<file path="config.mk">
export PLATFORM = sky130hd
export DESIGN_NAME = prod_accum
export DESIGN_NICKNAME = d
export VERILOG_FILES = /design/src/rtl/prod_accum.sv
export SDC_FILE = /design/constraint.sdc
export NUM_CORES = 1
export LEC_CHECK = 0
export BUFFER_PORTS_ARGS = -buffer_cell sky130_fd_sc_hd__buf_2
export CAP_MARGIN = 20
export CORE_MARGIN = 3
export CORE_UTILIZATION = 53
export CTS_CLUSTER_SIZE = 16
export DETAILED_ROUTE_END_ITERATION = 16
export PLACE_DENSITY = 0.79
export SYNTH_ARGS = -nofsm -noshare
export SYNTH_HDL_FRONTEND = slang
export SYNTH_SLANG_ARGS = --single-unit
</file>
<file path="constraint.sdc">
create_clock -name clk -period 1.95 [get_ports clk]
set_input_delay 0.0975 -clock clk [delete_from_list [all_inputs] [get_ports clk]]
set_output_delay 0.0975 -clock clk [all_outputs]
set_load 0.01 [all_outputs]
</file>
<file path="src/rtl/prod_accum.sv">
// Burst accumulator for multiplier products: sums `len` products over a valid/ready
// handshake into a wrap-around register, then offers the sum on a second handshake.
module prod_accum #(
  parameter int unsigned PW = 8,
  parameter int unsigned AW = 12,
  parameter int unsigned CW = 4
) (
  input  logic          clk,
  input  logic          rst,
  input  logic          start,
  input  logic [CW-1:0] len,
  input  logic [PW-1:0] prod_in,
  input  logic          prod_valid,
  output logic          prod_ready,
  output logic [AW-1:0] sum_out,
  output logic          sum_valid,
  input  logic          sum_ready,
  output logic          overflow,
  output logic          busy
);

  typedef enum logic [1:0] {StIdle, StAccum, StDone} state_e;

  state_e        state;
  logic [CW-1:0] remaining;
  logic [AW:0]   add_res;

  // sum_out doubles as the accumulator; the extra top bit is the carry-out.
  assign add_res = {1'b0, sum_out} + {{(AW + 1 - PW){1'b0}}, prod_in};

  always_ff @(posedge clk) begin
    if (rst) begin
      state      <= StIdle;
      remaining  <= '0;
      sum_out    <= '0;
      overflow   <= 1'b0;
      sum_valid  <= 1'b0;
      prod_ready <= 1'b0;
      busy       <= 1'b0;
    end else begin
      unique case (state)
        StIdle: begin
          if (start) begin
            sum_out  <= '0;
            overflow <= 1'b0;
            busy     <= 1'b1;
            if (len == '0) begin
              state     <= StDone;
              sum_valid <= 1'b1;
            end else begin
              state      <= StAccum;
              remaining  <= len;
              prod_ready <= 1'b1;
            end
          end
        end
        StAccum: begin
          if (prod_valid && prod_ready) begin
            sum_out   <= add_res[AW-1:0];
            overflow  <= overflow | add_res[AW];
            remaining <= remaining - CW'(1);
            if (remaining == CW'(1)) begin
              state      <= StDone;
              prod_ready <= 1'b0;
              sum_valid  <= 1'b1;
            end
          end
        end
        StDone: begin
          // A start arriving with the handshake is dropped: start is only seen in idle.
          if (sum_ready) begin
            state     <= StIdle;
            sum_valid <= 1'b0;
            busy      <= 1'b0;
          end
        end
        default: begin
          state      <= StIdle;
          sum_valid  <= 1'b0;
          prod_ready <= 1'b0;
          busy       <= 1'b0;
        end
      endcase
    end
  end

endmodule

</file>
Word-level counts from Yosys, hierarchy flattened
Cells that the tools add are included.

Add/subtract/negate cells: 2. $mul: 0. Divide/modulo/power cells: 0. Magnitude comparators: 0. Equal/unequal tests: 9. Shift-type cells: 0. Mux-type cells: 29. Bitwise logic cells: 3. Reduce and logical (&&, ||, !) cells: 10.

Operators by type and width (number): 2-to-1 mux 12 bit (2); case mux 12 bit (2 select lines) (1); adder 12 x 8 -> 13 bit (1); 2-to-1 mux 1 bit (12); 2-to-1 mux 4 bit (3); != test 2 bit, second input constant (6); 2-to-1 mux 2 bit (5); AND reduction 5 bit (2); case mux 1 bit (3 select lines) (3); case mux 4 bit (2 select lines) (1); AND reduction 4 bit (2); case mux 2 bit (3 select lines) (1); AND reduction 3 bit (2); equality test 4 x 1 -> 1 bit, second input constant (1); logical NOT 4 bit (1); subtractor 4 x 1 -> 4 bit, second input constant (1); equality test 2 x 1 -> 1 bit, second input constant (1); equality test 2 bit, second input constant (1); logical NOT 2 bit (1); inverter 1 bit (2); case mux 1 bit (2 select lines) (1); nonzero test 2 bit (1); logical AND 1 bit (1); bitwise OR 1 bit (1).

Bits in registers: 22. Bits in latches: 0. Memory bits (writable): 0. Memory bits (read-only): 0. Input port bits: 17. Word-level logic and storage cells: 60. Memories: 0.

Depth between registers and ports, before layout
Word-level depth: 4. Gate-level depth with buffers: 6.

Worst setup path after synthesis
Ideal clock, no wire load.

Path type: register to register. Start: reg sum_out[0]. End: reg sum_out[6]. Arrival: 1.550 ns. Data required time: 1.888 ns. Setup slack: 0.338 ns. Stages on the path, launching flop included: 7. Buffers on the path: 0. Cell sequence: dfxtp_1 ha_1 fa_1 nand3_1 a21oi_1 or3_1 nand3_1.

Longest elaborated chain between the ends: 3.

RTL lines: from (decl) (RTL line 15) `output logic [AW-1:0] sum_out,`; from (signal assigned) (RTL line 59) `sum_out <= add_res[AW-1:0];`; adder 12 x 8 -> 13 bit (RTL line 29) `assign add_res = {1'b0, sum_out} + {{(AW + 1 - PW){1'b0}}, prod_in};`; 2-to-1 mux 12 bit (RTL line 58) `if (prod_valid && prod_ready) begin`; case mux 12 bit (2 select lines) (RTL line 41) `unique case (state)`.

No other way between the ends. The select of a mux whose other input is x is not followed. A chain may end at the register's enable or synchronous reset.

Final worst setup path
Start: reg sum_out[1]. End: reg sum_out[7].

Same word-level chain as after synthesis.

==> results.yml <==
drt:
  drt_pre_antenna_iters: 4
  detail_route.wl_per_cell_um: 15.0
  drt-total-wl_um: 3500
  final_antenna_net_count: 0
  post-route-drc-count: 0
  drt-initial-drc-count: 40
  viasPerCell: 6.20
  via_count: 1445
power_and_ir_drop:
  seqPwrFrac_pct: 54.2
  switching_power_uw: 273
  leakagePower_uw: 0.000766
  ir_drop_mv: 0.382
  clock_power_share_pct: 24.2
  pwr_density_cell_mw_per_mm2: 535
  combinationalPowerShare_pct: 21.6
  total_internal_power_uw: 622
  switching_share_pct: 30.5
critical_path:
  cp_data_arrival_time_ns: 1.95
  cp_num_buf_inv: 0
  timing.critical_path.max_delay_family: "compound AO/OA/AOI/OAI gates"
  critPathRequiredTime_ns: 2.19
  worst-path-max-fanout: 5
  setup.worst_path.start_class: "flop"
  worst_setup_path_end_kind: "flop"
  critical-path-slowest-cell: "sky130_fd_sc_hd__dfxtp_1"
  critical_path.max_stage_delay_ns: 0.43
  criticalPathCategory: "flop to flop"
  timing.critical_path.cells: "ha_1 -> a211o_1 -> a211oi_1 -> nor3_1 -> o31ai_1"
grt:
  grt_first_pass_wirelength_um: 5930
  grt_antenna_before_repair: 0
  grt_use_total_pct: 21.8
  grt_pass1_vias: 1397
  pin_count_of_the_biggest_net_entering_global_routing: 21
  grt-ovfl-total: 0
clocking:
  ctsLongestPathBuffers: 2
  postCtsSetupRepairBufs: 0
  clkSinkCount: 22
  clkLatencyLatePin_ns: 0.31
  cts_hold_buffers: 0
  cts_resizes: 0
  cts_inserted_buffers: 3
  clk_pin_slew_worst_paths_ns: 0.13
  ctsHtreeMaxLevel: 1
  tritoncts_clock_tree: "done"
  clock_tree.root_cell: "sky130_fd_sc_hd__clkbuf_4"
sta:
  slew_violations: 0
  layout_min_cycle_time_ns: 1.72
  relSlewSlack_pct: 70.9
  finalCritPeriodShare_pct: 88.1
  hold_viol: 0
  setup_viol: 0
  timing.setup.tns_ns: 0
  setup_slack_ns: 0.233
  grt_setup_unrepaired: "no"
  clock.fmax_mhz: 582
  clock-skew-final_ns: 0.0107
  transition_time_of_the_tightest_slew_check_pin_ns: 0.436
die:
  die_x_um: 58.2
  floorplan.die_area_mm2: 0.00339
  core_region_area_mm2: 0.00254
  start_util_pct: 56.8
  design.portCount: 33
  rows: 18
  chipHeight_um: 58.2
final_layout:
  mostFrequentLayoutCell: "sky130_fd_sc_hd__buf_2"
  final_net_count: 233
  flow.area_growth_from_synthesis_pct: 15.6
  most_frequent_cells_in_the_layout: "sky130_fd_sc_hd__buf_2 (32), sky130_fd_sc_hd__dfxtp_1 (22), sky130_fd_sc_hd__a21oi_1 (20)"
  finalCoreUtilization_pct: 65.7
  layout_fillers: 231
  n_antenna_cell: 0
  final_layout_size_suffix_gt1_share_pct: 24.1
yosys:
  ys.warnings.count: 0
  synth_edf_count: 0
  netlist.area_leader.share_pct: 30.4
  synth.top_cells.by_area: "sky130_fd_sc_hd__dfxtp_1 (30%), sky130_fd_sc_hd__ha_1 (8.7%), sky130_fd_sc_hd__a21oi_1 (6.9%)"
  netlist-cell-type-count: 49
  syn_area_per_cell_um2: 8.56
  share_of_synthesized_registers_carrying_an_async_set_or_reset_pct: 0
  syn-cell-area_mm2: 0.00145
  synth.largest_area_cell: "sky130_fd_sc_hd__dfxtp_1"
  synth.yosys.seq_area_share_pct: 30.4
  ys_ff_latch: 22
  synthesis.nets: 197
  synthCells: 169
  ys.flop_type: "sky130_fd_sc_hd__dfxtp_1"
outcome:
  run_status: "finished clean"
hold_path:
  hold_class: "primary input to flop"
placement:
  gpl.final_weighted_congestion: 0.901
  port_buffers: 32
  post_dp_hpwl_um: 2700
  detailedPlace.worstSlack_ns: 0.263
run:
  timing.max_cap.violations: 0
## per-layer routing
layer / wire length, µm / vias up / global-route usage, %
li1: - / 709 / -
met1: 1530 / 695 / 26.5
met2: 1790 / 35 / 37.7
met3: 130 / 6 / 2.67
met4: 49 / 0 / 10.9
met5: 0 / - / 0
## registers in the layout, indices dropped and copies added, names as in the netlist
signal,count
sum_out,12
remaining,4
state,2
busy,1
overflow,1
prod_ready,1
sum_valid,1
## cells by family after synthesis
group                    after synthesis  synth area share (%)
buffers and inverters                 12                  3.55
AO/OA/AOI/OAI                         60                  29.8
AND/OR/NAND/NOR                       58                  22.1
adder cells (fa/ha/maj)               11                  10.0
flip-flops                            22                  30.4
multiplexers                           4                  2.77
XOR/XNOR                               2                  1.21
## synthesized netlist by cell type (3+ instances only)
| library cell | number |
|---|---|
| sky130_fd_sc_hd__nand2b_1 | 3 |
| sky130_fd_sc_hd__a21oi_1 | 20 |
| sky130_fd_sc_hd__a21o_1 | 4 |
| sky130_fd_sc_hd__o211ai_1 | 3 |
| sky130_fd_sc_hd__inv_1 | 7 |
| sky130_fd_sc_hd__dfxtp_1 | 22 |
| sky130_fd_sc_hd__nand3_1 | 8 |
| sky130_fd_sc_hd__nand2_1 | 11 |
| sky130_fd_sc_hd__ha_1 | 10 |
| sky130_fd_sc_hd__o21ai_0 | 6 |
| sky130_fd_sc_hd__mux2i_1 | 4 |
| sky130_fd_sc_hd__a211oi_1 | 4 |
| sky130_fd_sc_hd__or3_1 | 5 |
| sky130_fd_sc_hd__nor2_1 | 13 |
## cell type report
| type | count | area [µm²] | area share, % |
|---|---|---|---|
| multi-input cells | 135 | 955 | 57.1 |
| well taps | 30 | 37.5 | 2.25 |
| inverters | 7 | 26.3 | 1.57 |
| repair buffers | 36 | 190 | 11.4 |
| clock buffers | 3 | 22.5 | 1.35 |
| flip-flops and latches | 22 | 440 | 26.3 |
## stage by stage
step                instance area [µm²]  hold WS (ns)  instances  total power (µW)
finish                             1670         0.170        233               894
global route                       1670         0.169        233               938
CTS                                1670         0.157        233               893
detailed placement                 1650         0.466        230               685
global placement                   1650         0.456        230               678
floorplan                          1450         0.302        169               623
## worst min-delay path: stages
cell	delay, ns
sky130_fd_sc_hd__buf_2	0.12
sky130_fd_sc_hd__nand2_1	0.06
sky130_fd_sc_hd__a21o_2	0.11
sky130_fd_sc_hd__a21oi_1	0.05
## final timing paths
kind	endpoint	slack, ns	start	depth (start not counted)
worst min register to register	sum_out[2]	0.48	sum_out[2]	2
worst min-delay path	remaining[3]	0.17	len[3]	4
worst max register to register	sum_out[7]	0.23	sum_out[1]	5
worst max-delay path	sum_out[7]	0.23	sum_out[1]	5
## power by group through the flow
stage,registers [µW],clock network (µW),logic (µW)
after floorplan,492,0,131
after global placement,494,0,184
after detailed placement,494,0,191
after CTS,485,217,191
after global routing,488,235,215
final,485,217,193
No activity file was read; power rests on OpenSTA's default activity.
